==> src/rtl/uart_pkg.sv <==
`default_nettype none
// ============================================================================
// uart_pkg : register map, STATUS layout and FSM states for uart_tx_dev
// Rev 1.0
// ============================================================================
package uart_pkg;

   localparam logic [1:0] ADDR_DATA   = 2'd0;
   localparam logic [1:0] ADDR_STATUS = 2'd1;
   localparam logic [1:0] ADDR_DIV    = 2'd2;

   localparam int ST_BUSY      = 0;
   localparam int ST_FULL      = 1;
   localparam int ST_EMPTY     = 2;
   localparam int ST_OVF       = 3;
   localparam int ST_IE        = 4;
   localparam int ST_COUNT_LSB = 8;

   localparam logic [15:0] DEFAULT_DIV_C = 16'd434;

   typedef enum logic [1:0] {
      S_IDLE  = 2'd0,
      S_START = 2'd1,
      S_DATA  = 2'd2,
      S_STOP  = 2'd3
   } tx_state_t;

   // A divisor of zero runs at the fastest rate, identical to one.
   function automatic logic [15:0] eff_div(input logic [15:0] div);
      return (div == 16'd0) ? 16'd1 : div;
   endfunction

endpackage
`default_nettype wire

==> src/rtl/uart_fifo.sv <==
`default_nettype none
// ============================================================================
// uart_fifo : show-ahead synchronous byte FIFO, wrap-bit pointers
// Rev 1.0
// ============================================================================
module uart_fifo #(
   parameter int DEPTH = 8
) (
   input  logic                     clk,
   input  logic                     reset,
   input  logic                     push,
   input  logic                     pop,
   input  logic [7:0]               wdata,
   output logic [7:0]               rdata,
   output logic                     full,
   output logic                     empty,
   output logic [$clog2(DEPTH):0]   count
);

   localparam int AW = $clog2(DEPTH);
   localparam int PW = AW + 1;

   logic [7:0]    mem [DEPTH];
   logic [PW-1:0] wr_ptr;
   logic [PW-1:0] rd_ptr;
   logic          do_push;
   logic          do_pop;

   assign count   = wr_ptr - rd_ptr;
   assign empty   = (count == '0);
   assign full    = (count == PW'(DEPTH));
   assign do_pop  = pop & ~empty;
   // A push into a full FIFO is still taken when a pop frees a slot that cycle.
   assign do_push = push & (~full | do_pop);
   assign rdata   = mem[rd_ptr[AW-1:0]];

   always_ff @(posedge clk or posedge reset) begin
      if (reset) begin
         wr_ptr <= '0;
         rd_ptr <= '0;
      end else begin
         if (do_push) wr_ptr <= wr_ptr + PW'(1);
         if (do_pop)  rd_ptr <= rd_ptr + PW'(1);
      end
   end

   always_ff @(posedge clk) begin
      if (do_push) mem[wr_ptr[AW-1:0]] <= wdata;
   end

endmodule
`default_nettype wire

==> src/rtl/uart_tx_dev.sv <==
`default_nettype none
// ============================================================================
// uart_tx_dev : memory-mapped 8N1 UART transmitter with FIFO and drain irq
// Rev 1.0
// ============================================================================
module uart_tx_dev
   import uart_pkg::*;
#(
   parameter int          DEPTH       = 8,
   parameter logic [15:0] DEFAULT_DIV = DEFAULT_DIV_C
) (
   input  logic        clk,
   input  logic        reset,
   input  logic        we,
   input  logic [1:0]  addr,
   input  logic [31:0] din,
   output logic [31:0] dout,
   output logic        irq,
   output logic        txd
);

   localparam int PW = $clog2(DEPTH) + 1;

   logic          fifo_push;
   logic          fifo_pop;
   logic          full;
   logic          empty;
   logic [7:0]    fifo_rdata;
   logic [PW-1:0] fifo_count;
   logic [4:0]    count_ext;

   logic [15:0]   div_reg;
   logic          ie;
   logic          ovf;
   logic          busy;

   tx_state_t     state, state_next;
   logic [15:0]   timer, timer_next;
   logic [15:0]   div_lat, div_lat_next;
   logic [2:0]    idx, idx_next;
   logic [7:0]    shift, shift_next;
   logic          txd_next;
   logic [15:0]   div_eff;
   logic          bit_done;

   logic          wr_data, wr_status, wr_div;
   logic          unused_ok;

   uart_fifo #(.DEPTH(DEPTH)) u_fifo (
      .clk   (clk),
      .reset (reset),
      .push  (fifo_push),
      .pop   (fifo_pop),
      .wdata (din[7:0]),
      .rdata (fifo_rdata),
      .full  (full),
      .empty (empty),
      .count (fifo_count)
   );

   assign wr_data   = we & (addr == ADDR_DATA);
   assign wr_status = we & (addr == ADDR_STATUS);
   assign wr_div    = we & (addr == ADDR_DIV);
   assign fifo_push = wr_data;
   assign count_ext = 5'(fifo_count);
   assign unused_ok = ^{din[31:16], din[7:5], din[2:0], count_ext[4]};

   always_ff @(posedge clk or posedge reset) begin
      if (reset) begin
         div_reg <= DEFAULT_DIV;
         ie      <= 1'b0;
         ovf     <= 1'b0;
      end else begin
         if (wr_div)    div_reg <= din[15:0];
         if (wr_status) ie      <= din[ST_IE];
         // Overflow set has priority over a software clear.
         if (wr_data && full && !fifo_pop)      ovf <= 1'b1;
         else if (wr_status && din[ST_OVF])     ovf <= 1'b0;
      end
   end

   assign busy = (state != S_IDLE);
   assign irq  = ie & empty & ~busy;

   always_comb begin
      dout = 32'd0;
      case (addr)
         ADDR_STATUS: dout = {20'd0, count_ext[3:0], 3'd0, ie, ovf, empty, full, busy};
         ADDR_DIV:    dout = {16'd0, div_reg};
         default:     dout = 32'd0;
      endcase
   end

   assign div_eff  = eff_div(div_reg);
   assign bit_done = (timer == 16'd0);

   always_comb begin
      state_next   = state;
      timer_next   = timer;
      div_lat_next = div_lat;
      idx_next     = idx;
      shift_next   = shift;
      txd_next     = txd;
      fifo_pop     = 1'b0;
      case (state)
         S_IDLE: begin
            txd_next = 1'b1;
            if (!empty) begin
               fifo_pop     = 1'b1;
               shift_next   = fifo_rdata;
               div_lat_next = div_eff;
               timer_next   = div_eff - 16'd1;
               txd_next     = 1'b0;
               state_next   = S_START;
            end
         end
         S_START: begin
            if (bit_done) begin
               timer_next = div_lat - 16'd1;
               idx_next   = 3'd0;
               txd_next   = shift[0];
               state_next = S_DATA;
            end else begin
               timer_next = timer - 16'd1;
            end
         end
         S_DATA: begin
            if (bit_done) begin
               timer_next = div_lat - 16'd1;
               if (idx == 3'd7) begin
                  txd_next   = 1'b1;
                  state_next = S_STOP;
               end else begin
                  idx_next = idx + 3'd1;
                  txd_next = shift[idx + 3'd1];
               end
            end else begin
               timer_next = timer - 16'd1;
            end
         end
         S_STOP: begin
            if (bit_done) begin
               // Chain straight into the next start bit when more data waits.
               if (!empty) begin
                  fifo_pop     = 1'b1;
                  shift_next   = fifo_rdata;
                  div_lat_next = div_eff;
                  timer_next   = div_eff - 16'd1;
                  txd_next     = 1'b0;
                  state_next   = S_START;
               end else begin
                  txd_next   = 1'b1;
                  state_next = S_IDLE;
               end
            end else begin
               timer_next = timer - 16'd1;
            end
         end
         default: begin
            txd_next   = 1'b1;
            state_next = S_IDLE;
         end
      endcase
   end

   always_ff @(posedge clk or posedge reset) begin
      if (reset) begin
         state   <= S_IDLE;
         timer   <= 16'd0;
         div_lat <= 16'd1;
         idx     <= 3'd0;
         shift   <= 8'd0;
         txd     <= 1'b1;
      end else begin
         state   <= state_next;
         timer   <= timer_next;
         div_lat <= div_lat_next;
         idx     <= idx_next;
         shift   <= shift_next;
         txd     <= txd_next;
      end
   end

endmodule
`default_nettype wire

==> config.mk <==
export PLATFORM = sky130hd
export DESIGN_NAME = uart_tx_dev
export DESIGN_NICKNAME = d
export VERILOG_FILES = /design/src/rtl/uart_pkg.sv /design/src/rtl/uart_fifo.sv /design/src/rtl/uart_tx_dev.sv
export SDC_FILE = /design/constraint.sdc
export NUM_CORES = 1
export LEC_CHECK = 0
export ABC_AREA = 1
export BUFFER_PORTS_ARGS = -buffer_cell sky130_fd_sc_hd__buf_2
export CAP_MARGIN = 20
export CORE_ASPECT_RATIO = 1.75
export CORE_MARGIN = 5
export CORE_UTILIZATION = 40
export CTS_CLUSTER_SIZE = 8
export DETAILED_ROUTE_END_ITERATION = 6
export SETUP_SLACK_MARGIN = 0.15
export SLEW_MARGIN = 20
export SYNTH_ARGS = -nofsm -noshare
export SYNTH_HDL_FRONTEND = slang
export SYNTH_SLANG_ARGS = --single-unit
==> constraint.sdc <==
create_clock -name clk -period 3.98 [get_ports clk]
set_input_delay 0.199 -clock clk [delete_from_list [all_inputs] [get_ports clk]]
set_output_delay 0.199 -clock clk [all_outputs]
set_load 0.005 [all_outputs]
==> flow_summary.yaml, run 1 <==
run_status:
  status: "finished clean"
grt:
  globalRouteOverflowTotal: 0
  use_met3_pct: 2.81
  antenna_found_initial: 0
  grt.busiest_layer: "met2"
  use_met2_pct: 36.6
  grt_pass1_wl_um: 30300
  grt_max_degree: 39
  grt_pass1_vias: 5870
  use_met1_pct: 17.4
  grt_usage_pct: 18.2
setup_path:
  cp-start-kind: "flip-flop"
  r2r_setup_slack_ns: 0.96
  cp_slowest_stage_delay_ns: 0.57
  endpoint_kind: "primary output"
  critPathKind: "flip-flop to primary output"
  crit_fanout: 29
  worstPathArrival_ns: 3.22
  crit_slowest_cell: "fa_1"
  worstPathRequired_ns: 3.78
  path_buf_inv: 4
  cp_top_family: "buffers and inverters"
  path_cells: "inv_1, ha_1, fa_1, nand2_1, nor2_1, nand3_1, buf_4, inv_1, nand2_1, nor2_1, buf_2"
logic_synthesis:
  synth_top_area_share_pct: 25.4
  synthCells: 890
  synth_ff_type: "dfrtp_1"
  ys_async_sr_fraction_pct: 52.9
  synth_edf_count: 64
  yosysTopAreaCell: "edfxtp_1"
  ys_types: 46
  synth_seq_cells: 136
  seq_area_frac_synth_pct: 49.2
  netlist_area_um2: 7580
  syn_avg_cell_area_um2: 8.52
  synth_area_leaders: "edfxtp_1, dfrtp_1, nand2_1"
  ys_warn_count: 0
sta:
  min_period_ns: 3.42
  finClkSkew_ns: 0.0117
  slew_headroom_pct: 36.9
  min_period_over_period_pct: 85.9
  rsz0062_at_grt: "no"
  max_freq_mhz: 292
  fin_tns_setup_ns: 0
  tightest_slew_ns: 0.946
  drv_slew: 0
  setup_violations: 0
  finalHoldViolations: 0
placed_design:
  port-buffer-count: 38
  place_congestion: 0.915
  dp_cells: 1150
  dpl_cell_area_um2: 7950
  dp_hpwl_um: 14900
cts:
  cts_sinks: 136
  cts_resized: 0
  cts-buffers-inserted: 17
  clk_latency_ns: 0.42
  cts_root_buf: "clkbuf_16"
  htree_levels: 4
  clk_path_buf_depth: 2
  cts_tree: "done"
  clk_pin_slew_ns: 0.07
detailed_routing:
  via_count: 6068
  drt_iter0_drc: 350
  wl_um: 19500
  wl_per_cell_um: 16.5
  drc_errors: 0
  antenna_left: 0
  dr.pass1.iters: 6
  vias_per_cell: 5.13
die:
  die_h_um: 192
  rows: 66
  start_util_pct: 40.6
  chipWidth_um: 114
  io_pins: 71
  die_area_um2: 21900
  fp.coreArea_um2: 18700
run:
  cap_violations: 0
power:
  ir_drop_mv: 0.428
  p_total_mw: 6.89
  powerDensity_nw_per_um2: 805
  p_leak_nw: 3.74
cells_and_area:
  drive_above_1_share_pct: 14.8
  final_net_count: 988
  diodes: 0
  utilization_pct: 45.9
  finalNonFillerCells: 1183
  fin_area_um2: 8560
  largest_register_ffs: 64
  syn_to_final_growth_pct: 12.9
min_path:
  hold_class: "input pin to flip-flop"
[stage by stage]
step	hold slack, ns	worst slack, ns
2_1_floorplan	0.298	1.22
3_3_place_gp	0.382	0.991
3_5_place_dp	0.382	0.935
4_1_cts	0.00202	0.536
5_1_grt	0.0102	0.342
6_report	0.0156	0.560
[per-layer routing]
metal	share of wire, %	routed length [um]
met4	3.7	713
met1	35	6850
met2	59	11400
met3	2.7	525
met5	0	0
[cell usage after synthesis, types with 4 or more instances]
master	instances
clkbuf_1	17
o211ai_1	8
edfxtp_1	64
inv_2	5
buf_6	4
a21oi_1	36
nand3_1	61
o21ai_0	68
dfstp_2	7
nor3_1	9
o22ai_1	19
o21ai_2	7
xnor2_1	9
buf_4	18
nand2_1	198
inv_1	75
nor2_1	101
ha_1	18
nor3_2	4
or2_2	7
o21ai_1	14
nor2_2	11
nand2_2	5
o21a_1	8
nand4_1	8
dfrtp_1	65
xor2_1	16
[report_power, final]
group | internal, mW | leakage (nW) | switching [mW] | total (mW)
registers | 1.83 | 1.43 | 0.345 | 2.18
logic | 1.08 | 2.01 | 2.04 | 3.11
clock network | 0.902 | 0.291 | 0.699 | 1.60
[cell type report]
| class | instances | area (um2) |
|---|---|---|
| inverters | 81 | 304 |
| fillers | 1847 | 10100 |
| flip-flops and latches | 136 | 3730 |
| clock inverters | 15 | 175 |
| well taps | 238 | 298 |
| clock buffers | 17 | 425 |
| repair buffers | 51 | 290 |
| multi-input cells | 645 | 3330 |
[timing repair]
item	in CTS	in global routing
buffers inserted	0	0
hold buffers	1	0
hold endpoints to repair	29	0
[worst reg2reg max path: stages, from the launching register on]
cell	delay [ns]
dfrtp_1	0.39
inv_1	0.16
ha_1	0.25
fa_1	0.43
xnor2_1	0.22
nor2_1	0.08
nand3_1	0.13
nand2_1	0.12
inv_1	0.14
nand2_4	0.10
nand2_8	0.10
nand3_4	0.11
nor2_2	0.43
[kinds of logic after synthesis]
logic type               Yosys count  share of synthesized area [%]
adder cells (fa/ha/maj)           19                           3.24
multiplexers                       2                          0.297
AO/OA/AOI/OAI                    165                           12.3
XOR/XNOR                          25                           2.89
buffers and inverters            124                           7.50
AND/OR/NAND/NOR                  418                           24.5
other                              1                         0.0495
flip-flops                       136                           49.2
[path summary, 6_finish.rpt]
| path | from | endpoint | cells past startpoint |
|---|---|---|---|
| max | u_fifo.wr_ptr[0] | irq | 11 |
| min | din[8] | div_reg[8] | 3 |
| max reg2reg | u_fifo.wr_ptr[0] | u_fifo.mem[6][0] | 12 |
| min reg2reg | txd | txd | 2 |
| max in group asynchronous | reset | div_reg[8] | 4 |
| min in group asynchronous | reset | state[0] | 3 |
[cell usage in the layout, fill, tap and decap left out, drive strengths merged, types with 2 or more instances in the layout]
master / instances
o22ai: 19
a2bb2oi: 2
buf: 50
xor2: 16
or2: 7
clkbuf: 17
conb: 16
nand2: 207
nor2: 115
nand4: 8
dfstp: 7
clkinvlp: 2
nor4: 2
clkinv: 2
xnor2: 9
edfxtp: 64
ha: 18
o21ai: 89
nand3: 63
mux2: 2
nor3: 13
o211ai: 8
dfrtp: 65
a21oi: 36
inv: 91
o21a: 8
(Power assumes the default switching activity.)
==> run 2: changes to the inputs <==
--- a/config.mk
+++ b/config.mk
@@ -10,9 +10,11 @@
 export CAP_MARGIN = 20
 export CORE_ASPECT_RATIO = 1.75
 export CORE_MARGIN = 5
-export CORE_UTILIZATION = 40
+export CORE_UTILIZATION = 60
 export CTS_CLUSTER_SIZE = 8
 export DETAILED_ROUTE_END_ITERATION = 6
+export HOLD_SLACK_MARGIN = 0.02
+export PLACE_DENSITY = 0.81
 export SETUP_SLACK_MARGIN = 0.15
 export SLEW_MARGIN = 20
 export SYNTH_ARGS = -nofsm -noshare
==> run 2 against run 1 <==
  * Register-to-register slack better by 0.14 ns
  * Via count is 3.7% higher
  * Critical path type unchanged
  * First-iteration DRC count is 43% higher
  * Count of clock-buffer cells in the layout is 1 higher
  * Sequential share of layout area is 0.30 points higher
  * Flip-flop and latch count stayed put
  * Core utilization is 23 points higher
  * Routed wire length is 4.5% lower
  * Sequential power hardly changed
  * Die area is 31% lower
==> flow_summary.yaml, run 2 (synthesis gave the netlist of run 1 again) <==
run_status:
  status: "finished clean"
cts:
  post-cts-setup-buffer-count: 0
  cts_root_buf: "clkbuf_16"
  cts-buffers-inserted: 17
  holdBufCountCts: 4
  cts_sinks: 136
  clk_pin_slew_ns: 0.06
  clk_latency_ns: 0.43
  htree_levels: 4
  clk_path_buf_depth: 2
  cts_resized: 0
  cts_tree: "done"
cells_and_area:
  utilization_pct: 68.4
  layout_common_cells: "nand2_1, nor2_1, inv_1, o21ai_0, dfrtp_1"
  layout_commonest_cell: "nand2_1"
  multiInputGateArea_um2: 3330
  seq_area_um2: 3730
  syn_to_final_growth_pct: 12.2
  fin_area_um2: 8500
  final_net_count: 995
  fillers: 1006
  largest_register_ffs: 64
  drive_above_1_share_pct: 15.0
detailed_routing:
  drt_iter0_drc: 501
  vias_per_cell: 5.61
  via_count: 6290
  drc_errors: 0
  antenna_left: 0
  dr.pass1.iters: 7
  wl_um: 18600
  wl_per_cell_um: 16.6
setup_path:
  worstPathRequired_ns: 3.78
  crit_fanout: 29
  endpoint_kind: "primary output"
  path_cells: "inv_1, ha_1, fa_1, nand2_1, nor2_1, nand3_1, buf_4, inv_1, nand2_1, a21oi_1, buf_2"
  critPathKind: "flip-flop to primary output"
  cp-start-kind: "flip-flop"
  path_buf_inv: 4
  cp_slowest_stage_delay_ns: 0.57
  cp_top_family: "buffers and inverters"
  crit_slowest_cell: "fa_1"
  worstPathArrival_ns: 3.16
placed_design:
  port-buffer-count: 38
  dpl_cell_area_um2: 7890
  dp_hpwl_um: 13800
  place_congestion: 0.894
die:
  chipWidth_um: 95.0
  start_util_pct: 61.0
  die_h_um: 159
  io_pins: 71
  die_area_um2: 15100
  rows: 54
  fp.coreArea_um2: 12400
sta:
  rsz0062_at_grt: "no"
  setup_violations: 0
  finClkSkew_ns: 0.00962
  min_period_ns: 3.36
  min_period_over_period_pct: 84.3
  tightest_slew_ns: 0.947
  drv_slew: 0
  finalHoldViolations: 0
  max_freq_mhz: 298
  slew_headroom_pct: 36.8
  fin_tns_setup_ns: 0
power:
  ir_drop_mv: 0.619
  powerDensity_nw_per_um2: 805
  p_leak_nw: 3.76
grt:
  grt_usage_pct: 26.0
  grt_pass1_vias: 6275
  globalRouteOverflowTotal: 0
  grt_pass1_wl_um: 29400
  antenna_found_initial: 1
  grt_max_degree: 39
run:
  cap_violations: 0
min_path:
  hold_class: "input pin to flip-flop"
run 2: cell types whose count changed in the layout (fill, tap and decap cells not counted):
cell / delta
inv_8: -5
buf_4: +4
dlygate4sd3_1: +3
clkinv_2: +2
inv_6: +2
clkbuf_1: +1
clkinv_4: +1
clkinv_8: -1
diode_2: +1
run 2: per-layer routing:
| metal | GRT usage, % | share of wire [%] | vias up |
|---|---|---|---|
| met5 | 0 | 0 | - |
| met4 | 16.4 | 5.7 | 0 |
| met2 | 49.1 | 56 | 236 |
| met3 | 5.67 | 5.0 | 78 |
| met1 | 24.7 | 33 | 2927 |
| li1 | - | - | 3049 |
run 2: stage by stage:
step / hold WS, ns / cells / total power, mW / setup WS (ns)
finish: 0.0290 / 1121 / 6.84 / 0.624
global route: 0.0342 / 1121 / 7.34 / 0.468
CTS: 0.0223 / 1120 / 6.82 / 0.658
detailed placement: 0.357 / 1084 / 5.28 / 1.12
global placement: 0.356 / 1084 / 5.19 / 1.14
floorplan: 0.298 / 905 / 4.57 / 1.22
run 2: final timing paths:
check | startpoint | endpoint | slack (ns) | cells past startpoint
worst min register to register | shift[4] | shift[4] | 0.49 | 1
worst max-delay path | u_fifo.wr_ptr[0] | dout[2] | 0.62 | 11
worst min-delay path | din[9] | div_reg[9] | 0.03 | 3
min in group asynchronous | reset | shift[2] | 0.44 | 3
worst max register to register | u_fifo.wr_ptr[0] | u_fifo.mem[3][4] | 1.10 | 13
max in group asynchronous | reset | txd | 2.56 | 4
run 2: tightest hold or removal path, delay by kind of cell:
kind	cells	cell delay, ns
compound gates	1	0.10
buf+inv	1	0.07
simple gates	1	0.03
run 2: cell type report:
cell class	count	share of cell area, %
clock inverters	14	1.63
repair buffers	58	4.12
well taps	168	2.47
diodes	1	0.0294
flip-flops and latches	136	43.9
inverters	81	3.58
clock buffers	18	5.05
multi-input cells	645	39.2
run 2: where the power goes:
| group | internal (mW) | switching (mW) |
|---|---|---|
| Clock | 0.876 | 0.641 |
| Combinational | 1.10 | 2.05 |
| Sequential | 1.83 | 0.344 |
| Total | 3.81 | 3.03 |
==> run 3: changes to the inputs <==
--- a/config.mk
+++ b/config.mk
@@ -10,11 +10,11 @@
 export CAP_MARGIN = 20
 export CORE_ASPECT_RATIO = 1.75
 export CORE_MARGIN = 5
-export CORE_UTILIZATION = 60
+export CORE_UTILIZATION = 54
 export CTS_CLUSTER_SIZE = 8
 export DETAILED_ROUTE_END_ITERATION = 6
 export HOLD_SLACK_MARGIN = 0.02
-export PLACE_DENSITY = 0.81
+export PLACE_DENSITY = 0.77
 export SETUP_SLACK_MARGIN = 0.15
 export SLEW_MARGIN = 20
 export SYNTH_ARGS = -nofsm -noshare
==> constraint.sdc (replaced) <==
create_clock -name clk -period 3 [get_ports clk]
set_input_delay 0.15 -clock clk [delete_from_list [all_inputs] [get_ports clk]]
set_output_delay 0.15 -clock clk [all_outputs]
set_load 0.005 [all_outputs]
==> run 3 against run 2 <==
  * Final area is 2.9% higher
  * Clock power is 47% higher
  * Flip-flop and latch count stayed put
  * Critical endpoint unchanged
==> flow_summary.yaml, run 3 (synthesis gave the netlist of run 1 again) <==
run_status:
  status: "finished clean"
placed_design:
  dp_hpwl_um: 14800
  place_congestion: 0.952
  dp_slack_ns: 0.256
  dp_cells: 1106
  dpl_cell_area_um2: 8000
  port-buffer-count: 38
sta:
  max_freq_mhz: 361
  worst_slack_ns: 0.231
  rsz0062_at_grt: "yes"
  finClkSkew_ns: 0.00864
  fin_tns_setup_ns: 0
  min_period_over_period_pct: 92.3
  tightest_slew_ns: 0.946
  timing.hold.ws_ns: 0.0347
  setup_violations: 0
  finalHoldViolations: 0
  drv_slew: 0
  min_period_ns: 2.77
  slew_headroom_pct: 36.9
setup_path:
  endpoint_kind: "primary output"
  critPathKind: "flip-flop to primary output"
  worstPathRequired_ns: 2.85
  reg2regPathDepth: 12
  worstPathArrival_ns: 2.62
  cp-start-kind: "flip-flop"
  crit_fanout: 29
cts:
  cts_tree: "done"
  post-cts-setup-buffer-count: 0
  htree_levels: 4
  cts_sinks: 136
  cts-buffers-inserted: 17
  clk_pin_slew_ns: 0.07
  clk_latency_ns: 0.42
  cts_root_buf: "clkbuf_16"
  clk_path_buf_depth: 2
cells_and_area:
  fin_area_um2: 8750
  final_net_count: 1013
  drive_above_1_share_pct: 16.7
  largest_register_ffs: 64
  syn_to_final_growth_pct: 15.5
  utilization_pct: 63.2
  diodes: 0
  finalNonFillerCells: 1147
  layout_commonest_cell: "nand2_1"
  layout_common_cells: "nand2_1, nor2_1, inv_1, o21ai_0, dfrtp_1"
  fillers: 1165
detailed_routing:
  wl_um: 20000
  drt_iter0_drc: 453
  dr.pass1.iters: 5
  vias_per_cell: 5.63
  antenna_left: 0
  wl_per_cell_um: 17.5
  via_count: 6459
  drc_errors: 0
grt:
  grt_pass1_vias: 6453
  globalRouteOverflowTotal: 0
  grt_max_degree: 36
  grt_usage_pct: 24.9
  use_met1_pct: 24.7
  use_met2_pct: 46.0
  antenna_found_initial: 0
  grt_pass1_wl_um: 32000
  grt.busiest_layer: "met2"
  use_met3_pct: 3.89
die:
  chipWidth_um: 99.6
  die_area_um2: 16600
  start_util_pct: 54.8
  fp.coreArea_um2: 13800
  die_h_um: 167
  io_pins: 71
  rows: 57
power:
  ir_drop_mv: 0.796
  p_leak_nw: 3.88
  p_total_mw: 9.55
  powerDensity_nw_per_um2: 1090
min_path:
  hold_class: "input pin to flip-flop"
  min_path_cells: 1
run:
  cap_violations: 0
-- run 3: changes by cell type in the layout (fill, tap and decap cells not counted), sizes merged --
cell	delta
inv	+5
diode	-1
dlygate4sd3	+5
clkinv	-3
buf	+13
clkinvlp	-2
clkbuf	-1
bufinv	+1
-- run 3: path summary, 6_finish.rpt --
check	slack, ns	end	startpoint
worst max-delay path	0.23	dout[2]	u_fifo.wr_ptr[0]
worst min-delay path	0.03	u_fifo.mem[7][0]	din[0]
worst max register to register	0.34	u_fifo.mem[0][6]	u_fifo.wr_ptr[0]
worst min register to register	0.49	txd	txd
max in group asynchronous	1.94	div_reg[8]	reset
min in group asynchronous	0.26	state[1]	reset
-- run 3: layout make-up --
type / instances / area, um2 / share of cell area, %
Inverter: 81 / 307 / 3.50
Clock buffer: 17 / 425 / 4.86
Sequential cell: 136 / 3730 / 42.7
Multi-Input combinational cell: 645 / 3360 / 38.4
Clock inverter: 15 / 196 / 2.25
Tap cell: 177 / 221 / 2.53
Timing Repair Buffer: 76 / 510 / 5.83
-- run 3: power breakdown --
group          internal, mW  switching (mW)
Sequential             2.43           0.446
Clock                  1.29           0.945
Combinational          1.60            2.84
-- run 3: repair_timing --
action	CTS	global route
setup endpoints to repair	2	19
endpoints found under the hold margin	25	0
hold buffers	9	0
pin swaps	0	1
resized for setup	6	5
-- run 3: per-layer routing --
metal	wire length, um	share of wire [%]
met5	0	0
met4	1360	6.8
met3	772	3.9
met2	11200	56
met1	6680	33
-- run 3: worst max-delay path, cell delays in order, from the launching register on --
cell,delay (ns)
dfrtp_1,0.39
inv_1,0.08
ha_1,0.21
fa_1,0.43
xnor2_1,0.16
nor2_2,0.15
nand3_2,0.12
buf_12,0.18
inv_4,0.09
nand2_1,0.06
a21oi_2,0.16
buf_2,0.14
